File: config.mk
export PLATFORM = sky130hd
export DESIGN_NAME = regfile_write_arbiter
export DESIGN_NICKNAME = d
export VERILOG_FILES = /design/src/rtl/regfile_write_arbiter.sv
export SDC_FILE = /design/constraint.sdc
export NUM_CORES = 1
export LEC_CHECK = 0
export CAP_MARGIN = 10
export CORE_ASPECT_RATIO = 0.7
export CORE_UTILIZATION = 26
export DETAILED_ROUTE_END_ITERATION = 8
export GPL_TIMING_DRIVEN = 0
export PLACE_DENSITY = 0.61
export SETUP_SLACK_MARGIN = 0.5
export SYNTH_ARGS = -nofsm -noshare
export SYNTH_HDL_FRONTEND = slang
export SYNTH_SLANG_ARGS = --single-unit
File: constraint.sdc
create_clock -name clk -period 1.6 [get_ports clk]
set_input_delay 0.48 -clock clk [delete_from_list [all_inputs] [get_ports clk]]
set_output_delay 0.48 -clock clk [all_outputs]
set_load 0.005 [all_outputs]
File: src/rtl/regfile_write_arbiter.sv
// regfile_write_arbiter
// Shares one register-file write port among 4 requesters. In IDLE a winner is
// picked (highest index by default) and owns the port in GRANT, writing one item
// per cycle while it keeps req high, for at most MAX_HOLD writes per grant.
//
// Ports:
//   clk, reset         clock (rising edge), synchronous active-high reset
//   req[3:0]           per-requester request, held while an item is pending
//   req_addr, req_data packed per-requester write address / data slots
//   ack[3:0]           combinational one-hot: owner's item consumed at this edge
//   rf_we/addr/data    registered register-file write port
//   grant_code         registered: 0 = no owner, i+1 = requester i owns the port
//   busy               registered: 1 while in GRANT
//
// Optional build macro REGFILE_ARB_ROUND_ROBIN_EN: IDLE scans requesters starting
// just below the last owner (last_owner-1, -2, -3, last_owner) instead of using
// fixed highest-index priority.
//
// state | meaning
// IDLE  | no owner; arbitrate on any request (one bubble cycle per re-arbitration)
// GRANT | owner holds the port; one write per edge while req[owner] stays high

module regfile_write_arbiter #(
    parameter int DATA_W   = 8,
    parameter int ADDR_W   = 2,
    parameter int MAX_HOLD = 4
) (
    input  logic                  clk,
    input  logic                  reset,
    input  logic [3:0]            req,
    input  logic [4*ADDR_W-1:0]   req_addr,
    input  logic [4*DATA_W-1:0]   req_data,
    output logic [3:0]            ack,
    output logic                  rf_we,
    output logic [ADDR_W-1:0]     rf_addr,
    output logic [DATA_W-1:0]     rf_data,
    output logic [2:0]            grant_code,
    output logic                  busy
);

    typedef enum logic {IDLE, GRANT} state_t;

    localparam logic [3:0] HOLD_LIM = 4'(MAX_HOLD);

    state_t     state;
    logic [1:0] owner;
    logic [1:0] winner;
    logic [3:0] cnt;

`ifdef REGFILE_ARB_ROUND_ROBIN_EN
    logic [1:0] last_owner;

    // Scan order last_owner-1 .. last_owner (mod 4); first requester found wins.
    always_comb begin
        logic       found;
        logic [1:0] idx;
        winner = 2'd0;
        found  = 1'b0;
        idx    = 2'd0;
        for (int k = 1; k <= 4; k++) begin
            idx = last_owner - 2'(k);
            if (!found && req[idx]) begin
                winner = idx;
                found  = 1'b1;
            end
        end
    end
`else
    // Later (higher) indices overwrite earlier ones, so the highest set bit wins.
    always_comb begin
        winner = 2'd0;
        for (int i = 0; i < 4; i++) begin
            if (req[i]) winner = 2'(i);
        end
    end
`endif

    // Gated by reset so no item is consumed on an edge that writes nothing.
    always_comb begin
        ack = 4'b0000;
        if (state == GRANT && !reset) ack[owner] = req[owner];
    end

    always_ff @(posedge clk) begin
        if (reset) begin
            state      <= IDLE;
            owner      <= 2'd0;
            cnt        <= 4'd0;
            rf_we      <= 1'b0;
            rf_addr    <= '0;
            rf_data    <= '0;
            grant_code <= 3'd0;
            busy       <= 1'b0;
`ifdef REGFILE_ARB_ROUND_ROBIN_EN
            last_owner <= 2'd0;
`endif
        end else begin
            case (state)
                IDLE: begin
                    rf_we <= 1'b0;
                    if (|req) begin
                        owner      <= winner;
                        cnt        <= 4'd0;
                        state      <= GRANT;
                        grant_code <= {1'b0, winner} + 3'd1;
                        busy       <= 1'b1;
                    end else begin
                        grant_code <= 3'd0;
                        busy       <= 1'b0;
                    end
                end
                GRANT: begin
                    if (req[owner]) begin
                        rf_we   <= 1'b1;
                        rf_addr <= req_addr[owner*ADDR_W +: ADDR_W];
                        rf_data <= req_data[owner*DATA_W +: DATA_W];
                        cnt     <= cnt + 4'd1;
                    end else begin
                        rf_we <= 1'b0;
                    end
                    // Leave on a dropped request or on the burst limit.
                    if (!req[owner] || (cnt + 4'd1 == HOLD_LIM)) begin
                        state      <= IDLE;
                        grant_code <= 3'd0;
                        busy       <= 1'b0;
`ifdef REGFILE_ARB_ROUND_ROBIN_EN
                        last_owner <= owner;
`endif
                    end
                end
                default: state <= IDLE;
            endcase
        end
    end

endmodule
Yosys cells after proc, flatten, opt, wreduce, memory -nomap -nowiden
Index checks and enable logic that the tools add are counted.
Widths: inputs -> output; s select.
Storage, ports and cells
  flip-flop bits (word level): 22
  latch bits: 0
  bits in writable memories: 0
  ROM bits: 0
  input port bits: 46
  output and inout bits: 19
  word-level logic and storage cells: 50
  memories kept: 0
Operators by class
  add/subtract/negate cells: 2
  multiply operators: 0
  divide/modulo/power cells: 0
  $lt $le $gt $ge: 2
  equal/unequal tests: 4
  shifts and indexed selects: 2
  muxes and demuxes: 21
  bitwise gates (word level): 2
  reduce and logical (&&, ||, !) cells: 9
Operator list (count)
  $shiftx 32x6->8: 1
  $mux 4: 3
  $pmux 4 s2: 1
  $shiftx 8x4->2: 1
  $mux 1: 7
  $mux 3: 2
  $pmux 1 s2: 3
  $pmux 3 s2: 1
  $reduce_and 2->1: 3
  $add 4x1->4 const B: 1
  $and 4x4->4: 1
  $eq 4x3->1 const B: 1
  $mux 2: 2
  $ne 2x1->1 const B: 2
  $reduce_or 4->1: 1
  $add 2x1->3 const B: 1
  $lt 2x3->1 const B: 1
  $bmux 1 s2: 1
  $demux 1 s2: 1
  $ge 2x1->1 const B: 1
  $logic_and 1x1->1: 2
  $logic_not 1->1: 2
  $ne 2x2->1 const B: 1
  $logic_or 1x1->1: 1
  $not 1->1: 1

Depth between registers and ports, before layout
  depth in word-level cells: 6
  mapped depth: 6
  depth with buffers taken out: 5

Worst setup path before layout
No wires, ideal clock.
  kind: flip-flop to output port
  from: register owner[1]
  to: output port ack[0]
  data arrival time: 1.202 ns
  slack: -0.082 ns
  cell stages (with the launch flop): 5
  path buffers: 1
  cells stage by stage: dfxtp_1 > buf_4 > or2b_1 > or2_2 > nor4_1
Between the ends
  longest elaborated chain between the ends: 6
Ends and longest elaborated chain
  from (decl): RTL line 46  | logic [1:0] owner;
  from (signal assigned): RTL line 102  | owner <= winner;
  $lt 2x3->1 (not written as such) / $ge 2x1->1 (equally long branches): RTL line 81  | if (state == GRANT && !reset) ack[owner] = req[owner];
  $logic_and 1x1->1 (not written as such): RTL line 81
  $mux 1 (not written as such): RTL line 81
  $demux 1 s2: RTL line 81
  $and 4x4->4 (no source line) *
  $mux 4 *: RTL line 81
  to (decl): RTL line 33  | output logic [3:0] ack,
Mark *: on every way between the ends. The rest lies on a longest branch, timed or not. The select of a mux whose other input is x is not followed.

Worst setup path in the final report
Ends and elaborated chain as after synthesis.

==> flow_summary_export.csv <==
group,metric,value,unit
setup_path,ff2ff_path_depth,9,
pwr,power_density,653,nW/um^2
min_path,holdCritPathClass,"flip-flop to flip-flop",
clock_tree,cts_sinks,22,
placed_design,io_buffers,64,
setup_path,reg2reg_from,"owner[1]",
logic_synthesis,synthXorXnorAreaFrac,0,
grt,grt_overflow_total,0,
min_path,min-delay-start,"grant_code[1]",
grt,grt_pass1_vias,1274,
setup_path,cp.required,1.12,ns
grt,grt_max_degree,12,
logic_synthesis,syn_nets,185,
floorplanning,core_area,4830,sq um
clock_tree,h-tree-depth,1,
timing,fmax,512,MHz
setup_path,cp_max_fo,3,
floorplanning,die_h,61.6,microns
logic_synthesis,synth.area.top_cells,"dfxtp_1 (33%), mux4_2 (14%), nand2_1 (7.4%), a21oi_2 (4.6%), a21oi_1 (4.2%)",
routing,drt-initial-drc-count,57,
pwr,p_sw,0.480,mW
floorplanning,fp-row-count,21,
timing,rsz0062_at_grt,"true",
layout,final_layout_size_suffix_gt1_frac,0.611,
logic_synthesis,ys_warn_count,0,
setup_path,crit_arrival,1.47,ns
pwr,combPwrFrac,0.422,
logic_synthesis,syn_area,1320,sq um
layout,area.growth.synth_to_final,93.2,%
routing,vias,1390,
pwr,clockPowerShare,0.208,
layout,multiInputGateArea,983,sq um
outcome,status,"finished with violations",
pwr,peakVddDrop,269,uV
setup_path,start_kind,"flip-flop",
logic_synthesis,synthFlopType,"dfxtp_1",
timing,finalCritPeriodShare,1.22,
timing,final_hold_viol_count,0,
logic_synthesis,synth_seq_area_share,0.333,
logic_synthesis,yosysUniqueCellTypes,38,
timing,holdWs,0.465,ns
timing,slew_headroom,0.789,
pwr,p_seq_frac,0.369,
timing,skew,0.00694,ns
logic_synthesis,synth_mux_area_frac,0.212,
timing,worstMarginPinSlew,0.314,ns
placed_design,place_hpwl,2770,microns
clock_tree,hold_buffers,0,
timing,setup_viol,15,
logic_synthesis,synth_top_area_share,0.333,
logic_synthesis,synth_compound_area_frac,0.182,
clock_tree,cts_inserted_buffers,3,
grt,grtUsageTotal,0.154,
routing,ant_nets,0,
placed_design,place.gp.congestion,0.759,
floorplanning,start_util,0.273,
logic_synthesis,syn_area_per_cell,9.64,sq um
logic_synthesis,synth_top_area_cell,"dfxtp_1",
floorplanning,io-pin-count,65,
pwr,p_int,1.19,mW
pwr,netSwitchingFraction,0.288,
setup_path,worstReg2RegEnd,"rf_addr[0]",
routing,route.detailed.drc,0,
timing,finalSetupTns,-1.57,ns
outcome,violations,"negative setup slack",
pwr,leakagePower,1.01,nW
placed_design,place_ws,-1.06,ns
floorplanning,die_w,87.2,microns
grt,grt_first_pass_wirelength,6200,microns
timing,final_max_slew_viol_count,0,
routing,wl_per_cell,13.4,microns
setup_path,path_class,"flip-flop to output pin",
layout,regArea,467,sq um
clock_tree,cts_tree,"built",
logic_synthesis,synth-adder-area-share,0.0189,
placed_design,post-place-cells,270,
logic_synthesis,synth_top_family_by_area,"multiplexers",
routing,wirelength,4060,microns
logic_synthesis,async_flop_share,0,
clock_tree,cts_buffer_depth,2,
logic_synthesis,syn_inst,137,
setup_path,r2r_setup_slack,-0.04,ns
logic_synthesis,yosys.area_share.simple,0.194,
floorplanning,dieArea,5380,sq um
routing,dr.pass1.iters,4,
logic_synthesis,ys_ff_latch,22,
min_path,hold_depth,2,
layout,fin_cells,303,
clock_tree,cts_root_buf,"clkbuf_8",
layout,n_fill_cell,465,
layout,final_nets,284,
grt,antenna_found_initial,0,
logic_synthesis,synth_common_cells,"nand2_1 (26), dfxtp_1 (22), a21oi_1 (11), nor2_1 (9), mux4_2 (8)",
logic_synthesis,synth_edf_count,0,
timing,layout_min_cycle_time,1.95,ns
clock_tree,path_clk_slew,0.08,ns
min_path,min_to,"grant_code[1]",
layout,antennaDiodeCount,0,
logic_synthesis,synth.most_common_cell,"nand2_1",
layout,final_util,0.528,
routing,via_per_inst,4.59,
timing,setup_ws,-0.353,ns
setup_path,worstSetupEndpointType,"output pin",
job,cap_violations,0,
clock_tree,clk-insertion-delay-late,0.26,ns
## stage by stage
stage	instance area (sq um)	power (mW)
detailed placement	2130	1.14
CTS	2420	1.62
finish	2550	1.67
global route	2550	1.76
floorplan	1400	0.913
global placement	2130	1.14
## logic make-up (layout without fill, tap and decap cells)
group,after synthesis,in the layout
AOI/OAI and AO/OA,33,33
adders and majority gates,2,2
muxes,13,13
and+or+nand+nor,55,55
DFF,22,22
buffers and inverters,12,109
## what timing repair did
| item | CTS | global route |
|---|---|---|
| gates resized for setup | 147 | 22 |
| gates cloned | 1 | 0 |
| endpoints found under the setup margin | 41 | 41 |
| setup buffers | 23 | 6 |
| pin swaps | 6 | 17 |
## sequential cells by signal, indices dropped and copies added (netlist names)
signal	cells
grant_code	3
rf_we	1
cnt	4
owner	2
busy	1
rf_data	8
state	1
rf_addr	2
## routing by layer
layer | up-vias | share of wire | GRT usage
met5 | - | 0 | 0
met4 | 0 | 0.0032 | 0.0141
met3 | 2 | 0.055 | 0.0402
met2 | 36 | 0.46 | 0.246
met1 | 655 | 0.48 | 0.220
li1 | 697 | - | -
## worst max-delay path by stage
stage	cells after the start	startpoint	to
floorplan	4	state	ack[0]
global placement	5	req[1]	ack[1]
detailed placement	5	req[1]	ack[0]
CTS	5	owner[0]	ack[1]
global route	5	owner[1]	ack[1]
finish	5	owner[1]	ack[0]
## power groups by stage
stage               sequential [mW]  combinational [mW]  clock [mW]
detailed placement            0.624               0.518           0
floorplan                     0.626               0.287           0
global route                  0.622               0.754       0.386
global placement              0.623               0.517           0
CTS                           0.615               0.644       0.361
finish                        0.616               0.704       0.347
## layout make-up
class                   instances  share of cell area
inverters                       3             0.00441
multi-input cells             103               0.385
flip-flops and latches         22               0.183
repair buffers                 94               0.332
clock buffers                   3              0.0162
well taps                      69              0.0338
plain buffers                   9              0.0456
## layout by cell type (no fill, tap or decap), types with 3 or more instances in the layout
master and n:
nor2_1 9, clkdlybuf4s50_1 40, mux4_2 8, dfxtp_2 18, o21ai_1 3, nand2_2 14, dfxtp_1 3, buf_8 6
buf_2 15, nand2_1 9, a21oi_1 4, nand2_4 4, buf_6 13, a21oi_2 14, clkbuf_8 4, buf_4 21
## worst max-delay path, cell delays in order, from the launching register on
cell and delay (ns):
dfxtp_2 0.32, buf_6 0.10, or2b_1 0.23, or2_4 0.28, nor4_2 0.12, buf_2 0.15
(Power assumes the default switching activity.)
